## src/rtl/lsu.sv

```systemverilog
// Load/store unit: one outstanding 32-bit access, lane-aligned stores, sign/zero-extended loads.
// Latency: accept -> REQ -> WAIT -> DONE, result visible three cycles after acceptance at best.
// Backpressure: in_ready only in IDLE; request and result held stable until their ready is seen.
module lsu (
  input  logic        clk,
  input  logic        rst,
  input  logic        in_valid,
  output logic        in_ready,
  input  logic [31:0] exu_data,
  input  logic [31:0] store_data,
  input  logic [3:0]  lsu_op,
  input  logic [4:0]  rd_in,
  output logic        mem_req_valid,
  input  logic        mem_req_ready,
  output logic [31:0] mem_addr,
  output logic        mem_wen,
  output logic [31:0] mem_wdata,
  output logic [3:0]  mem_wmask,
  input  logic        mem_rsp_valid,
  input  logic [31:0] mem_rdata,
  output logic        out_valid,
  input  logic        out_ready,
  output logic [31:0] out_data,
  output logic [4:0]  out_rd,
  output logic        out_err
);

  typedef enum logic [1:0] {S_IDLE, S_REQ, S_WAIT, S_DONE} state_t;

  state_t      state_q, state_d;
  logic [31:0] addr_q, addr_d;
  logic [31:0] sdata_q, sdata_d;
  logic [31:0] result_q, result_d;
  logic [3:0]  op_q, op_d;
  logic [4:0]  rd_q, rd_d;
  logic        err_q, err_d;

  logic        accept;
  logic        misaligned;
  logic [7:0]  byte_sel;
  logic [15:0] half_sel;
  logic [31:0] load_val;

  assign accept = in_valid && (state_q == S_IDLE);

  // Classify the offered access; reserved size always faults regardless of address.
  always_comb begin
    misaligned = 1'b0;
    case (lsu_op[1:0])
      2'b00:   misaligned = 1'b0;
      2'b01:   misaligned = exu_data[0];
      2'b10:   misaligned = (exu_data[1:0] != 2'b00);
      default: misaligned = 1'b1;
    endcase
  end

  // Pick the addressed lane out of the returned word and extend it to 32 bits.
  always_comb begin
    byte_sel = mem_rdata[{addr_q[1:0], 3'b000} +: 8];
    half_sel = mem_rdata[{addr_q[1], 4'b0000} +: 16];
    case (op_q[1:0])
      2'b00:   load_val = op_q[2] ? {24'h0, byte_sel} : {{24{byte_sel[7]}}, byte_sel};
      2'b01:   load_val = op_q[2] ? {16'h0, half_sel} : {{16{half_sel[15]}}, half_sel};
      default: load_val = mem_rdata;
    endcase
  end

  // State register.
  always_ff @(posedge clk) begin
    if (rst) state_q <= S_IDLE;
    else     state_q <= state_d;
  end

  // Next-state logic; responses only count while waiting for them.
  always_comb begin
    state_d = state_q;
    case (state_q)
      S_IDLE: if (accept)        state_d = misaligned ? S_DONE : S_REQ;
      S_REQ:  if (mem_req_ready) state_d = S_WAIT;
      S_WAIT: if (mem_rsp_valid) state_d = S_DONE;
      S_DONE: if (out_ready)     state_d = S_IDLE;
      default:                   state_d = S_IDLE;
    endcase
  end

  // Operand capture on acceptance and load-result capture on the response cycle.
  always_comb begin
    addr_d   = addr_q;
    sdata_d  = sdata_q;
    op_d     = op_q;
    rd_d     = rd_q;
    err_d    = err_q;
    result_d = result_q;
    if (accept) begin
      addr_d   = exu_data;
      sdata_d  = store_data;
      op_d     = lsu_op;
      rd_d     = rd_in;
      err_d    = misaligned;
      result_d = 32'h0;
    end else if ((state_q == S_WAIT) && mem_rsp_valid && !op_q[3]) begin
      result_d = load_val;
    end
  end

  // Datapath registers.
  always_ff @(posedge clk) begin
    if (rst) begin
      addr_q   <= 32'h0;
      sdata_q  <= 32'h0;
      op_q     <= 4'h0;
      rd_q     <= 5'h0;
      err_q    <= 1'b0;
      result_q <= 32'h0;
    end else begin
      addr_q   <= addr_d;
      sdata_q  <= sdata_d;
      op_q     <= op_d;
      rd_q     <= rd_d;
      err_q    <= err_d;
      result_q <= result_d;
    end
  end

  // Outputs are driven from registered state only, so they cannot move while stalled.
  always_comb begin
    in_ready      = (state_q == S_IDLE);
    mem_req_valid = 1'b0;
    mem_addr      = 32'h0;
    mem_wen       = 1'b0;
    mem_wdata     = 32'h0;
    mem_wmask     = 4'b0000;
    out_valid     = 1'b0;
    out_data      = 32'h0;
    out_rd        = 5'h0;
    out_err       = 1'b0;
    if (state_q == S_REQ) begin
      mem_req_valid = 1'b1;
      mem_addr      = {addr_q[31:2], 2'b00};
      mem_wen       = op_q[3];
      if (op_q[3]) begin
        case (op_q[1:0])
          2'b00: begin
            mem_wmask = 4'b0001 << addr_q[1:0];
            mem_wdata = {4{sdata_q[7:0]}};
          end
          2'b01: begin
            mem_wmask = 4'b0011 << addr_q[1:0];
            mem_wdata = {2{sdata_q[15:0]}};
          end
          default: begin
            mem_wmask = 4'b1111;
            mem_wdata = sdata_q;
          end
        endcase
      end
    end
    if (state_q == S_DONE) begin
      out_valid = 1'b1;
      out_data  = result_q;
      out_rd    = rd_q;
      out_err   = err_q;
    end
  end

endmodule

```

## config.mk

```make
export PLATFORM = sky130hd
export DESIGN_NAME = lsu
export DESIGN_NICKNAME = d
export VERILOG_FILES = /design/src/rtl/lsu.sv
export SDC_FILE = /design/constraint.sdc
export NUM_CORES = 1
export LEC_CHECK = 0
export BUFFER_PORTS_ARGS = -buffer_cell sky130_fd_sc_hd__buf_2
export CORE_UTILIZATION = 40
export CTS_CLUSTER_DIAMETER = 30
export CTS_CLUSTER_SIZE = 30
export DETAILED_ROUTE_END_ITERATION = 16
export PLACE_DENSITY = 0.71
export SLEW_MARGIN = 20
export SYNTH_ARGS = -nofsm -noshare
export SYNTH_HDL_FRONTEND = slang
export SYNTH_SLANG_ARGS = --single-unit
```

## constraint.sdc

```tcl
create_clock -name clk -period 2.5 [get_ports clk]
set_clock_uncertainty 0.2 [all_clocks]
set_input_delay 0 -clock clk [delete_from_list [all_inputs] [get_ports clk]]
set_output_delay 0 -clock clk [all_outputs]
set_load 0.02 [all_outputs]
```

Yosys cells after proc, flatten, opt, wreduce, memory -nomap -nowiden

Index checks and enable logic that the tools add are counted.

Register bits after elaboration: 108
Bits of input ports: 111
Output and inout bits: 110

Reduce and logical (&&, ||, !) cells: 10
Muxes and demuxes: 23
Shift operators: 4
Equal/unequal tests: 10

Operators with widths:

| operator                                               | count |
|---|---|
| two-way mux 32 bit                                     | 6 |
| case mux 32 bit (2 select lines)                       | 2 |
| indexed part select 32 x 6 -> 16 bit                   | 1 |
| indexed part select 32 x 6 -> 8 bit                    | 1 |
| two-way mux 2 bit                                      | 5 |
| two-way mux 4 bit                                      | 2 |
| case mux 2 bit (4 select lines)                        | 1 |
| case mux 4 bit (2 select lines)                        | 1 |
| == test 2 x 1 -> 1 bit (second input constant)         | 3 |
| == test 2 bit (second input constant)                  | 3 |
| zero test 2 bit                                        | 3 |
| inequality test 2 bit (second input constant)          | 3 |
| two-way mux 5 bit                                      | 1 |
| two-way mux 1 bit                                      | 4 |
| AND reduction 4 bit                                    | 1 |
| << shifter 1 x 2 -> 4 bit (first input constant)       | 1 |
| << shifter 2 x 2 -> 4 bit (first input constant)       | 1 |
| logical AND 1 bit                                      | 3 |
| case mux 1 bit (3 select lines)                        | 1 |
| inequality test 2 x 1 -> 1 bit (second input constant) | 1 |
| nonzero test 2 bit                                     | 1 |
| OR reduction 2 bit                                     | 1 |
| zero test 1 bit                                        | 1 |

Logic depth before layout (Yosys ltp)

Gate-level depths: netlist (run 1).

Depth in word-level cells: 5
Depth in mapped cells: 8
Gate-level depth less buffers: 6

Worst setup path before layout (run 1)

No wires, ideal clock.

Path type: register to register
Start point: register state_q[0]
End point: register result_q[10]
Required time: 2,230 ps
Stages on the path, launching flop included: 8
Path buffers: 2
Arrival: 1,606 ps
Slack: 624 ps
Cell sequence: dfxtp_1 -> inv_1 -> ha_1 -> a21oi_2 -> buf_2 -> buf_2 -> o21ai_0 -> a21oi_1

Word-level cells in the longest chain between the ends: 3
Elaborated cells on any way between the ends: 6
Those cells by class: 1 x eq/ne; 5 x reduce/logical

RTL lines:

| element                             | line | RTL |
|---|---|---|
| start, declared                     | 30   | `state_t state_q, state_d;` |
| start signal, assigned              | 71   | `else state_q <= state_d;` |
| zero test 2 bit                     | -    |  |
| net in_ready                        | 8    | `output logic in_ready,` |
| logical AND 1 bit                   | 44   | `assign accept = in_valid && (state_q == S_IDLE);` |
| OR reduction 2 bit (no source line) | -    |  |
| end signal, assigned                | 121  | `result_q <= result_d;` |
| end, declared                       | 33   | `logic [31:0] result_q, result_d;` |

The timed path passes the listed nets, and every way through them passes these cells.
A chain may end at the register's enable or synchronous reset.

Final worst setup path (run 1)

Start point: register state_q[1]
End point: output mem_wmask[2]

Word-level cells in the longest chain between the ends: 2

RTL lines:

| element                | line | RTL |
|---|---|---|
| == test 2 x 1 -> 1 bit | 137  | `if (state_q == S_REQ) begin` |
| two-way mux 4 bit      | 137  |  |
| end, declared          | 18   | `output logic [3:0] mem_wmask,` |

No other way between the ends.

==> results of run 1 <==
## cell usage in the layout, fill, tap and decap left out, drive strengths merged, types with 2 or more instances in the layout
| cell type | n |
|---|---|
| mux2i | 24 |
| nor3 | 7 |
| a22o | 81 |
| a21oi | 45 |
| nand2 | 37 |
| nor3b | 8 |
| a211oi | 2 |
| and3 | 8 |
| buf | 238 |
| a22oi | 13 |
| ha | 5 |
| and2 | 68 |
| o21ai | 34 |
| conb | 2 |
| dfxtp | 108 |
| nand2b | 5 |
| a221oi | 8 |
| clkbuf | 11 |
| nor4 | 3 |
| nor2 | 46 |
| dlygate4sd3 | 119 |
| inv | 13 |
| clkinv | 2 |
| o21a | 2 |
## final cells by class
class	instances	area, um2
inverter	12	45.0
tap	172	215
fill	991	4660
timing repair buffer	357	2480
sequential	108	2160
clock inverter	4	33.8
multi-input combinational	407	2720
clock buffer	11	253
## per-layer routing
metal | wire length, um | up-vias
met5 | 0 | -
met4 | 622 | 0
met3 | 1470 | 41
met2 | 8790 | 294
met1 | 7410 | 2678
li1 | - | 2687
## path summary, 6_finish.rpt
check                                              from                 endpoint  slack (ns)  depth (start not counted)
worst min-delay path                      mem_req_ready  state_q[0]$_SDFFE_PP0P_        0.02                          4
worst max register to register  state_q[0]$_SDFFE_PP0P_  addr_q[20]$_SDFFE_PP0P_        0.27                          6
worst max-delay path            state_q[1]$_SDFFE_PP0P_             mem_wmask[2]        0.21                          7
worst min register to register  addr_q[15]$_SDFFE_PP0P_  addr_q[15]$_SDFFE_PP0P_        0.28                          1
## power by group
group | switching [mW] | leakage [nW] | internal, mW
logic | 1.11 | 2.67 | 0.862
clock network | 0.650 | 0.138 | 0.733
registers | 0.237 | 0.882 | 2.02
total | 2.00 | 3.69 | 3.61
## registers in the layout (all words and copies together) (netlist names)
register and cells:
sdata_q 32, op_q 4, rd_q 5, err_q 1
addr_q 32, result_q 32, state_q 2
## worst register-to-register path: cells and delay by family (launching register included)
kind | cells | cell delay (ns)
flip-flops | 1 | 0.33
AO/OA/AOI/OAI | 2 | 0.36
buffers and inverters | 3 | 0.93
adder cells (fa/ha/maj) | 1 | 0.30
## kinds of logic (layout without fill, tap and decap cells)
family / after synthesis / in the layout / synth area share
buffers and inverters: 65 / 384 / 0.0561
flip-flops: 108 / 108 / 0.420
multiplexers: 25 / 25 / 0.0488
AO/OA/AOI/OAI: 189 / 189 / 0.268
AND/OR/NAND/NOR: 186 / 186 / 0.194
adder cells (fa/ha/maj): 5 / 5 / 0.0122
other: 1 / 2 / 0.000728
## what timing repair did
action / 4_1_cts / 5_1_grt
gates resized for setup: 0 / 0
hold buffers: 119 / 0
hold endpoints to repair: 108 / 0
setup endpoints to repair: 0 / 1
setup buffers: 0 / 3
## per-stage QoR
| step | power [mW] | hold slack, ns |
|---|---|---|
| floorplan | 3.44 | -0.127 |
| global placement | 3.95 | 0.00927 |
| detailed placement | 4.01 | 0.0124 |
| CTS | 5.57 | 0.00931 |
| global route | 5.91 | 0.0639 |
| finish | 5.61 | 0.0207 |
==> Implementation_results.wiki, run 1 <==
{| class="wikitable"
! Metric !! Value
|-
| Final Non-Filler Cells || 1071
|-
| Routed wire length || 18300 um
|-
| Final setup violating endpoints || 0
|-
| Standard cell with the maximum stage delay on the critical path || ha_1
|-
| Post-placement cell area || 6400 um2
|-
| Peak VDD IR || 0.397 mV
|-
| Met2 track utilization from global routing || 0.462
|-
| Number of iterations in the first detailed-routing pass || 5
|-
| Cell area after synthesis || 5150 um2
|-
| Area share of the largest cell type after synthesis || 0.420
|-
| Total negative slack || 0 ns
|-
| Die H || 115 um
|-
| Total via count after detailed routing || 5700
|-
| Post-layout nets || 1011
|-
| Residual DRC || 0
|-
| Remaining global-route overflow || 0
|-
| Minimum clock period || 2.29 ns
|-
| Vias in the first global route || 5581
|-
| Maximum number of pins on one net before global-route repair || 85
|-
| Signed area change from the synthesized netlist to the final layout || 53.6%
|-
| Number of maximum-capacitance violations || 0
|-
| Status || finished clean
|-
| Most instantiated cells after synthesis || 108 x dfxtp_1, 81 x a22o_1, 68 x and2_1
|-
| Critical-path maximum fanout || 27
|-
| Mapped Cells || 579
|-
| Antenna Nets Post-Route || 0
|-
| Half-perimeter wire length of the detailed placement result || 11700 um
|-
| Average vias per placed instance || 5.32
|-
| Cell accounting for the most synthesized area || dfxtp_1
|-
| Synth Flop Type || dfxtp_1
|-
| Maximum number of buffers from clock root to sink || 2
|-
| Master cell of the clock root buffer || clkbuf_16
|-
| Cell family with most CP delay || buffers and inverters
|-
| Setup WS post-layout || 0.214 ns
|-
| Post-synthesis cell type count || 40
|-
| Kind of critical path || reg -> out
|-
| Biggest area contributors in the synthesized netlist || dfxtp_1 42%, a22o_1 14%, and2_1 8.3%, mux2i_1 4.7%, nor2_1 3.4%
|-
| Period utilization || 0.914
|-
| Total Die Area || 13300 um2
|-
| Critical path capture point type || primary output
|-
| Clock edge transition at the registers on the reported setup and hold paths || 0.07 ns
|-
| Number of enable-type register cells in the synthesized netlist || 0
|-
| Layout cells sized above 1 || 0.303
|-
| Fmax || 0.437 GHz
|-
| Clock latency reported for the late side of the worst-skew pair || 0.35 ns
|-
| Delay contributed by the slowest stage of the critical path || 0.42 ns
|-
| Class of the tightest hold or removal check || in -> reg
|-
| Total leakage power || 3.69 nW
|-
| Most instantiated library cell after synthesis || dfxtp_1
|-
| Worst setup timing slack at the placement stage || 0.512 ns
|-
| First-pass GRT wire length || 27900 um
|-
| Weighted congestion reported at the end of routability-driven placement || 0.914
|-
| Most heavily used metal layer in global routing || met2
|-
| Pwr/cell area || 710 nW/um2
|-
| Met3 Use GR || 0.0591
|-
| Hold violation total from the final report || 0
|-
| Startpoint type of the worst setup path || flop
|-
| Total of warnings raised by yosys || 0
|-
| Number of placed cells counting well taps || 934
|-
| Average footprint of a synthesized cell || 8.89 um2
|-
| Initial antenna violation count || 0
|-
| Final slew viol count || 0
|-
| Share of flip-flops with an asynchronous set or reset after synthesis || 0
|-
| Width of the die || 115 um
|-
| Starting utilization of the core area || 0.410
|-
| Required time of the critical path || 2.30 ns
|-
| Total of flip-flops plus latches after synthesis || 108
|-
| Drt initial violations || 401
|-
| Area of the core region || 12600 um2
|-
| Final core utilization || 0.629
|-
| Share of synthesized area occupied by flip-flops and latches || 0.420
|-
| Buf/Inv on CP || 4
|-
| Number of clock sinks || 108
|-
| GRT Overall Usage || 0.273
|-
| Total inserted antenna cells || 0
|-
| GR Util met1 || 0.324
|-
| Data arrival at the endpoint of the critical path || 2.09 ns
|-
| H-tree depth || 3
|-
| Layout Cell Area excl Fill || 7910 um2
|-
| Cell Chain, Critical Path || inv_1, ha_1, nand2_1, buf_4, inv_1, o311a_1, buf_2
|-
| Detail-routed net length per standard cell || 17.1 um
|-
| Cell Rows || 41
|-
| Top cell by count, worst path || inv_1
|-
| RSZ-0062 raised after global routing || false
|-
| Number of I/O port buffers || 218
|-
| TritonCTS buffer count || 9
|-
| Top-Level Pins || 221
|-
| TritonCTS clock tree || yes
|}
Power figures use the tool's default switching activity.
==> run 2: changes to the inputs <==
Clock period 2.5 ns to 2.65 ns, I/O delays scaled along.
==> run 2 against run 1 <==
Against the previous run: critical path depth did not move; hold slack better by 0.012 ns; non-clock buffer count shrank 5; cell area decreased by 0.51%; die area did not move; global-route usage shrank 0.30 points; first-iteration DRC count increased by 2.0%.
==> Implementation_results.wiki, run 2 (same netlist as run 1, synthesis figures left out) <==
{| class="wikitable"
! Metric !! Value
|-
| Required time of the critical path || 2.68 ns (+0.38 ns)
|-
| Master cell of the clock root buffer || clkbuf_16
|-
| Met3 Use GR || 0.0497 (-0.00941)
|-
| Total via count after detailed routing || 5707 (+0.12%)
|-
| Width of the die || 115 um (unchanged)
|-
| Residual DRC || 0 (unchanged)
|-
| Fmax || 0.402 GHz
|-
| Total Die Area || 13300 um2 (unchanged)
|-
| Period utilization || 0.938
|-
| Biggest registers after layout || addr_q: 32 flops, result_q: 32 flops, sdata_q: 32 flops
|-
| Worst-margin pin slew || 0.749 ns
|-
| Starting utilization of the core area || 0.410 (unchanged)
|-
| Highest-count cells in the layout ignoring fill and taps || 218 x buf_2, 118 x dlygate4sd3_1, 107 x dfxtp_1
|-
| Top-Level Pins || 221 (unchanged)
|-
| Half-perimeter wire length of the detailed placement result || 11700 um (about the same)
|-
| Number of iterations in the first detailed-routing pass || 5 (unchanged)
|-
| RSZ-0062 raised after global routing || false
|-
| Initial antenna violation count || 0 (unchanged)
|-
| Number of I/O port buffers || 218 (unchanged)
|-
| Average vias per placed instance || 5.35 (+0.50%)
|-
| Total inserted antenna cells || 0 (unchanged)
|-
| Data arrival at the endpoint of the critical path || 2.52 ns (+0.43 ns)
|-
| Status || finished clean
|-
| Signed area change from the synthesized netlist to the final layout || 52.8%
|-
| Cell Rows || 41 (unchanged)
|-
| H-tree depth || 3 (unchanged)
|-
| Class of the tightest hold or removal check || in -> reg
|-
| Smallest hold slack || 0.0323 ns (+0.0116 ns)
|-
| Peak VDD IR || 0.391 mV (-1.4%)
|-
| Met2 track utilization from global routing || 0.461 (about the same)
|-
| Vias in the first global route || 5469 (-2.0%)
|-
| Cell count of the worst reg-to-reg path || 7 (+1)
|-
| Register-to-Register Setup Slack || 0.16 ns (-0.11 ns)
|-
| Antenna Nets Post-Route || 0 (unchanged)
|-
| Remaining global-route overflow || 0 (unchanged)
|-
| Pwr/cell area || 679 nW/um2 (-4.3%)
|-
| Drt initial violations || 409 (+2.0%)
|-
| Layout cells sized above 1 || 0.299 (-0.00312)
|-
| Hold violation total from the final report || 0 (unchanged)
|-
| Critical-path maximum fanout || 16 (-41%)
|-
| Routed wire length || 18400 um (+0.52%)
|-
| Kind of critical path || reg -> reg
|-
| Total leakage power || 3.67 nW (-0.55%)
|-
| Number of gates resized after cts || 0 (unchanged)
|-
| Startpoint type of the worst setup path || flop
|-
| Clock latency reported for the late side of the worst-skew pair || 0.34 ns (about the same)
|-
| Number of maximum-capacitance violations || 0 (unchanged)
|-
| Hold Path Stages || 4 (unchanged)
|-
| Final setup violating endpoints || 0 (unchanged)
|-
| Worst slew margin relative to its limit || 0.500
|-
| GR Util met1 || 0.336 (+0.0116)
|-
| Detail-routed net length per standard cell || 17.2 um (+0.90%)
|-
| TritonCTS clock tree || yes
|-
| First-pass GRT wire length || 27600 um (-1.4%)
|-
| Most common cell after layout, fill and taps aside || buf_2
|-
| Post-layout nets || 1006 (-0.49%)
|-
| Critical path capture point type || flop
|-
| Minimum clock period || 2.49 ns
|-
| Maximum number of pins on one net before global-route repair || 75 (-12%)
|-
| Area of the core region || 12600 um2 (unchanged)
|-
| Total negative slack || 0 ns (unchanged)
|-
| Clock edge transition at the registers on the reported setup and hold paths || 0.07 ns (about the same)
|-
| GRT Overall Usage || 0.270 (-0.00301)
|-
| Weighted congestion reported at the end of routability-driven placement || 0.885 (-3.2%)
|-
| Final slew viol count || 0 (unchanged)
|-
| Maximum number of buffers from clock root to sink || 2 (unchanged)
|-
| TritonCTS buffer count || 9 (unchanged)
|-
| Most heavily used metal layer in global routing || met2
|-
| Die H || 115 um (unchanged)
|-
| Number of clock sinks || 108 (unchanged)
|}
==> run 2: area by class of cell <==
class / instances / area, um2
clock buffer: 12 / 256
sequential: 108 / 2160
inverter: 12 / 45.0
tap: 172 / 215
clock inverter: 4 / 55.1
timing repair buffer: 352 / 2420
multi-input combinational: 407 / 2720
fill: 999 / 4700
==> run 2: path summary, 6_finish.rpt <==
check | from | end
min | mem_req_ready | state_q[0]$_SDFFE_PP0P_
min reg2reg | addr_q[17]$_SDFFE_PP0P_ | addr_q[17]$_SDFFE_PP0P_
max | addr_q[1]$_SDFFE_PP0P_ | result_q[30]$_SDFFE_PP0P_
max reg2reg | addr_q[1]$_SDFFE_PP0P_ | result_q[30]$_SDFFE_PP0P_
==> run 2: repair_timing <==
item,in CTS,in global routing
hold endpoints to repair,108,0
hold buffers,118,0
buffers inserted,0,0
==> run 2: critical path, stage by stage (launching register included) <==
cell and delay, ns:
dfxtp_1 0.37, buf_4 0.23, mux2i_1 0.38, nor4_4 0.08
nor3_4 0.17, buf_4 0.28, a21oi_1 0.10, dlygate4sd3_1 0.56
==> run 2: power by group <==
| group | switching [mW] | total (mW) | internal [mW] |
|---|---|---|---|
| Sequential | 0.212 | 2.12 | 1.90 |
| Clock | 0.611 | 1.40 | 0.791 |
| Combinational | 1.06 | 1.82 | 0.765 |
==> run 2: per-stage QoR <==
stage | std cells | util | cell area (um2) | power, mW | setup slack [ns]
finish | 1067 | 0.626 | 7870 | 5.34 | 0.164
global route | 1067 | 0.626 | 7870 | 5.63 | 0.0166
CTS | 1067 | 0.626 | 7870 | 5.35 | 0.186
detailed placement | 933 | 0.507 | 6380 | 3.78 | 0.617
global placement | 933 | 0.507 | 6380 | 3.72 | 0.729
floorplan | 580 | - | 5150 | 3.24 | 0.774
==> run 2: layer usage <==
layer  vias up  wire length [um]
li1       2682                 -
met1      2712              7550
met2       279              9110
met3        34              1320
met4         0               408
met5         -                 0
==> run 3: changes to the inputs <==
Settings changed: ABC_AREA from default to 1, CORE_ASPECT_RATIO from default to 0.9, PLACE_DENSITY 0.71 to 0.7, SKIP_LAST_GASP from default to 1.
==> run 3 against run 2 <==
Against the previous run: the flow now finishes with violations (hold timing); critical endpoint is now result_q[2]$_SDFFE_PP0P_; non-clock buffer count decreased by 2; critical path type unchanged; first-iteration DRC count increased by 26%; synthesized cell count increased by 46%; highest routed layer unchanged.
==> Implementation_results.wiki, run 3 <==
{| class="wikitable"
! Metric !! Value
|-
| Start point of the worst min-delay path || in_valid
|-
| Number of placed cells counting well taps || 1205 (+29%)
|-
| Cell accounting for the most synthesized area || dfxtp_1
|-
| Master cell of the clock root buffer || clkbuf_16
|-
| Maximum number of pins on one net before global-route repair || 98 (+31%)
|-
| TritonCTS buffer count || 9 (unchanged)
|-
| Data arrival at the endpoint of the critical path || 2.60 ns (+0.08 ns)
|-
| Fmax || 0.390 GHz (-3.0%)
|-
| TritonCTS clock tree || yes
|-
| Die H || 115 um (-0.41%)
|-
| Half-perimeter wire length of the detailed placement result || 11700 um (about the same)
|-
| Minimum clock period || 2.56 ns (+0.0764 ns)
|-
| Starting utilization of the core area || 0.417 (+0.00707)
|-
| Class of the tightest hold or removal check || in -> reg
|-
| Critical path capture point type || flop
|-
| Most common cell after layout, fill and taps aside || buf_2
|-
| Total of flip-flops plus latches after synthesis || 108 (unchanged)
|-
| Clock latency reported for the late side of the worst-skew pair || 0.35 ns (about the same)
|-
| Cell count of the worst reg-to-reg path || 8 (+1)
|-
| Pwr/cell area || 730 nW/um2 (+7.6%)
|-
| Cell Chain, Critical Path || buf_4, a21oi_1, o21ai_0, dlygate4sd3_1, nand2_1, dlygate4sd3_1, nand2_1, a21oi_1
|-
| Total Die Area || 14700 um2 (+10%)
|-
| Peak VDD IR || 0.506 mV (+29%)
|-
| Layout cells sized above 1 || 0.244 (-0.0553)
|-
| Top-Level Pins || 221 (unchanged)
|-
| Worst slew margin relative to its limit || 0.437 (-0.0621)
|-
| Most instantiated library cell after synthesis || nor2_1
|-
| R2R Path Start || addr_q[0]$_SDFFE_PP0P_
|-
| Number of iterations in the first detailed-routing pass || 8 (+3)
|-
| Period utilization || 0.967 (+0.0288)
|-
| Routed wire length || 18900 um (+2.8%)
|-
| Register-to-Register Setup Slack || 0.09 ns (-0.08 ns)
|-
| Post-layout nets || 1263 (+26%)
|-
| RSZ-0062 raised after global routing || true
|-
| Share of flip-flops with an asynchronous set or reset after synthesis || 0 (unchanged)
|-
| Area of the core region || 13600 um2 (+8.3%)
|-
| Critical-path maximum fanout || 21 (+5)
|-
| Number of maximum-capacitance violations || 0 (unchanged)
|-
| Buf/Inv on CP || 3 (unchanged)
|-
| Mapped Cells || 844 (+46%)
|-
| Biggest registers after layout || addr_q: 32 flops, result_q: 32 flops, sdata_q: 32 flops
|-
| Post-placement cell area || 6780 um2 (+6.4%)
|-
| Cell Rows || 40 (-2.4%)
|-
| Remaining global-route overflow || 0 (unchanged)
|-
| Delay contributed by the slowest stage of the critical path || 0.59 ns (+0.03 ns)
|-
| H-tree depth || 3 (unchanged)
|-
| Weighted congestion reported at the end of routability-driven placement || 0.840 (-5.0%)
|-
| Detail-routed net length per standard cell || 14.1 um (-18%)
|-
| Cell area after synthesis || 5670 um2 (+10%)
|-
| Cell family with most CP delay || buffers and inverters
|-
| Signed area change from the synthesized netlist to the final layout || 46.0%
|-
| Drt initial violations || 516 (+26%)
|-
| Maximum number of buffers from clock root to sink || 2 (unchanged)
|-
| Area share of the largest cell type after synthesis || 0.381 (-0.0388)
|-
| Biggest area contributors in the synthesized netlist || dfxtp_1 38%, o21ai_0 12%, nor2_1 9.1%, nand2_1 8.0%, a21oi_1 7.9%
|-
| Initial antenna violation count || 1 (+1)
|-
| Violations in the final reports || hold timing
|-
| Width of the die || 128 um (+10%)
|-
| Vias in the first global route || 6101 (+12%)
|-
| Total via count after detailed routing || 6630 (+16%)
|-
| Average vias per placed instance || 4.94 (-7.6%)
|-
| Post-synthesis cell type count || 32 (-20%)
|-
| Number of enable-type register cells in the synthesized netlist || 0 (unchanged)
|-
| Required time of the critical path || 2.69 ns (about the same)
|-
| Startpoint type of the worst setup path || flop
|-
| Final slew viol count || 0 (unchanged)
|-
| Residual DRC || 0 (unchanged)
|-
| Standard cell with the maximum stage delay on the critical path || dlygate4sd3_1
|-
| Total leakage power || 4.43 nW (+21%)
|-
| Highest-count cells in the layout ignoring fill and taps || 218 x buf_2, 136 x nor2_1, 135 x o21ai_0
|-
| Hold violation total from the final report || 1 (+1)
|-
| Antenna Nets Post-Route || 0 (unchanged)
|-
| Share of synthesized area occupied by flip-flops and latches || 0.381 (-0.0388)
|-
| Synth Flop Type || dfxtp_1
|-
| Average footprint of a synthesized cell || 6.72 um2 (-24%)
|-
| Hold Path Stages || 6 (+2)
|-
| Final setup violating endpoints || 0 (unchanged)
|-
| Setup repair bufs after CTS || 0 (unchanged)
|-
| Final Non-Filler Cells || 1341 (+26%)
|-
| Number of clock sinks || 108 (unchanged)
|-
| Total of warnings raised by yosys || 0 (unchanged)
|-
| GRT Overall Usage || 0.254 (-0.0159)
|-
| End point of the most critical hold path || state_q[0]$_SDFFE_PP0P_
|-
| Worst-margin pin slew || 0.844 ns (+0.0947 ns)
|-
| Most instantiated cells after synthesis || 137 x nor2_1, 135 x o21ai_0, 121 x nand2_1
|-
| Number of I/O port buffers || 218 (unchanged)
|-
| Kind of critical path || reg -> reg
|-
| Smallest hold slack || -0.00410 ns (-0.0364 ns)
|-
| Number of filler cells placed in the layout || 1288 (+29%)
|-
| Status || finished, violations left
|-
| Endpoint of the worst register-to-register path || result_q[2]$_SDFFE_PP0P_
|-
| Clock edge transition at the registers on the reported setup and hold paths || 0.08 ns (about the same)
|-
| First-pass GRT wire length || 29600 um (+7.4%)
|-
| Layout Cell Area excl Fill || 8280 um2 (+5.2%)
|}
run 3: cell count changes in the layout (fill, tap and decap cells not counted), moves of 9 or more:
cell,delta
a22oi_1,-13
and2_1,-68
a22o_1,-81
a21oi_2,-10
a21oi_1,+56
nand3_1,+14
mux2i_1,-24
nand2_1,+84
inv_1,+106
o21ai_0,+101
nor2_1,+91
a21oi_4,+9
run 3: power by group:
| part | switching [mW] | total [mW] | internal (mW) |
|---|---|---|---|
| registers | 0.197 | 2.19 | 1.99 |
| logic | 1.65 | 2.49 | 0.841 |
| clock network | 0.628 | 1.36 | 0.735 |
run 3: tightest hold or removal path, stage by stage:
cell	delay (ns)
buf_2	0.10
o22ai_1	0.11
nor2_2	0.16
nand2_1	0.07
nand2_1	0.05
nor2_1	0.04
run 3: cell families (layout without fill, tap and decap cells):
family                     Yosys count  count (layout)  synth area share
other                                1               3          0.000661
adders and majority gates            5               5            0.0110
buffers and inverters              184             490             0.140
AOI/OAI and AO/OA                  257             257             0.253
DFF                                108             108             0.381
and+or+nand+nor                    289             289             0.214
run 3: cell type report:
class | count | area (um2) | area share
Inverter | 125 | 482 | 0.0582
Sequential cell | 108 | 2160 | 0.261
Clock buffer | 10 | 229 | 0.0277
Tap cell | 189 | 236 | 0.0286
Multi-Input combinational cell | 553 | 2720 | 0.329
Clock inverter | 5 | 60.1 | 0.00725
Timing Repair Buffer | 350 | 2380 | 0.288
Antenna cell | 1 | 2.50 | 0.000302
run 3: routing by layer:
metal  wire [um]  track usage
met1        8150        0.309
met4         578        0.105
met2        8750        0.428
met3        1430       0.0670
met5           0            0
run 3: metrics by stage:
step           utilization  setup slack, ns  TNS (ns)  total power [mW]
2_1_floorplan            -            0.756         0              3.91
3_3_place_gp         0.498            0.668         0              4.42
3_5_place_dp         0.498            0.562         0              4.46
4_1_cts              0.608           0.0317         0              6.02
5_1_grt              0.608          -0.0417   -0.0417              6.43
6_report             0.608           0.0876         0              6.04
run 3: worst max-delay path by stage:
stage | startpoint | cells past startpoint | end
floorplan | state_q[1]$_SDFFE_PP0P_ | 7 | mem_wdata[22]
global placement | state_q[0]$_SDFFE_PP0P_ | 6 | sdata_q[5]$_SDFFE_PP0P_
detailed placement | state_q[0]$_SDFFE_PP0P_ | 6 | sdata_q[12]$_SDFFE_PP0P_
CTS | state_q[0]$_SDFFE_PP0P_ | 9 | state_q[0]$_SDFFE_PP0P_
global route | state_q[0]$_SDFFE_PP0P_ | 9 | state_q[0]$_SDFFE_PP0P_
finish | addr_q[0]$_SDFFE_PP0P_ | 8 | result_q[2]$_SDFFE_PP0P_
run 3: timing repair:
item,4_1_cts,5_1_grt
gates resized for setup,0,3
endpoints found under the hold margin,108,0
endpoints found under the setup margin,0,4
hold buffers,120,0
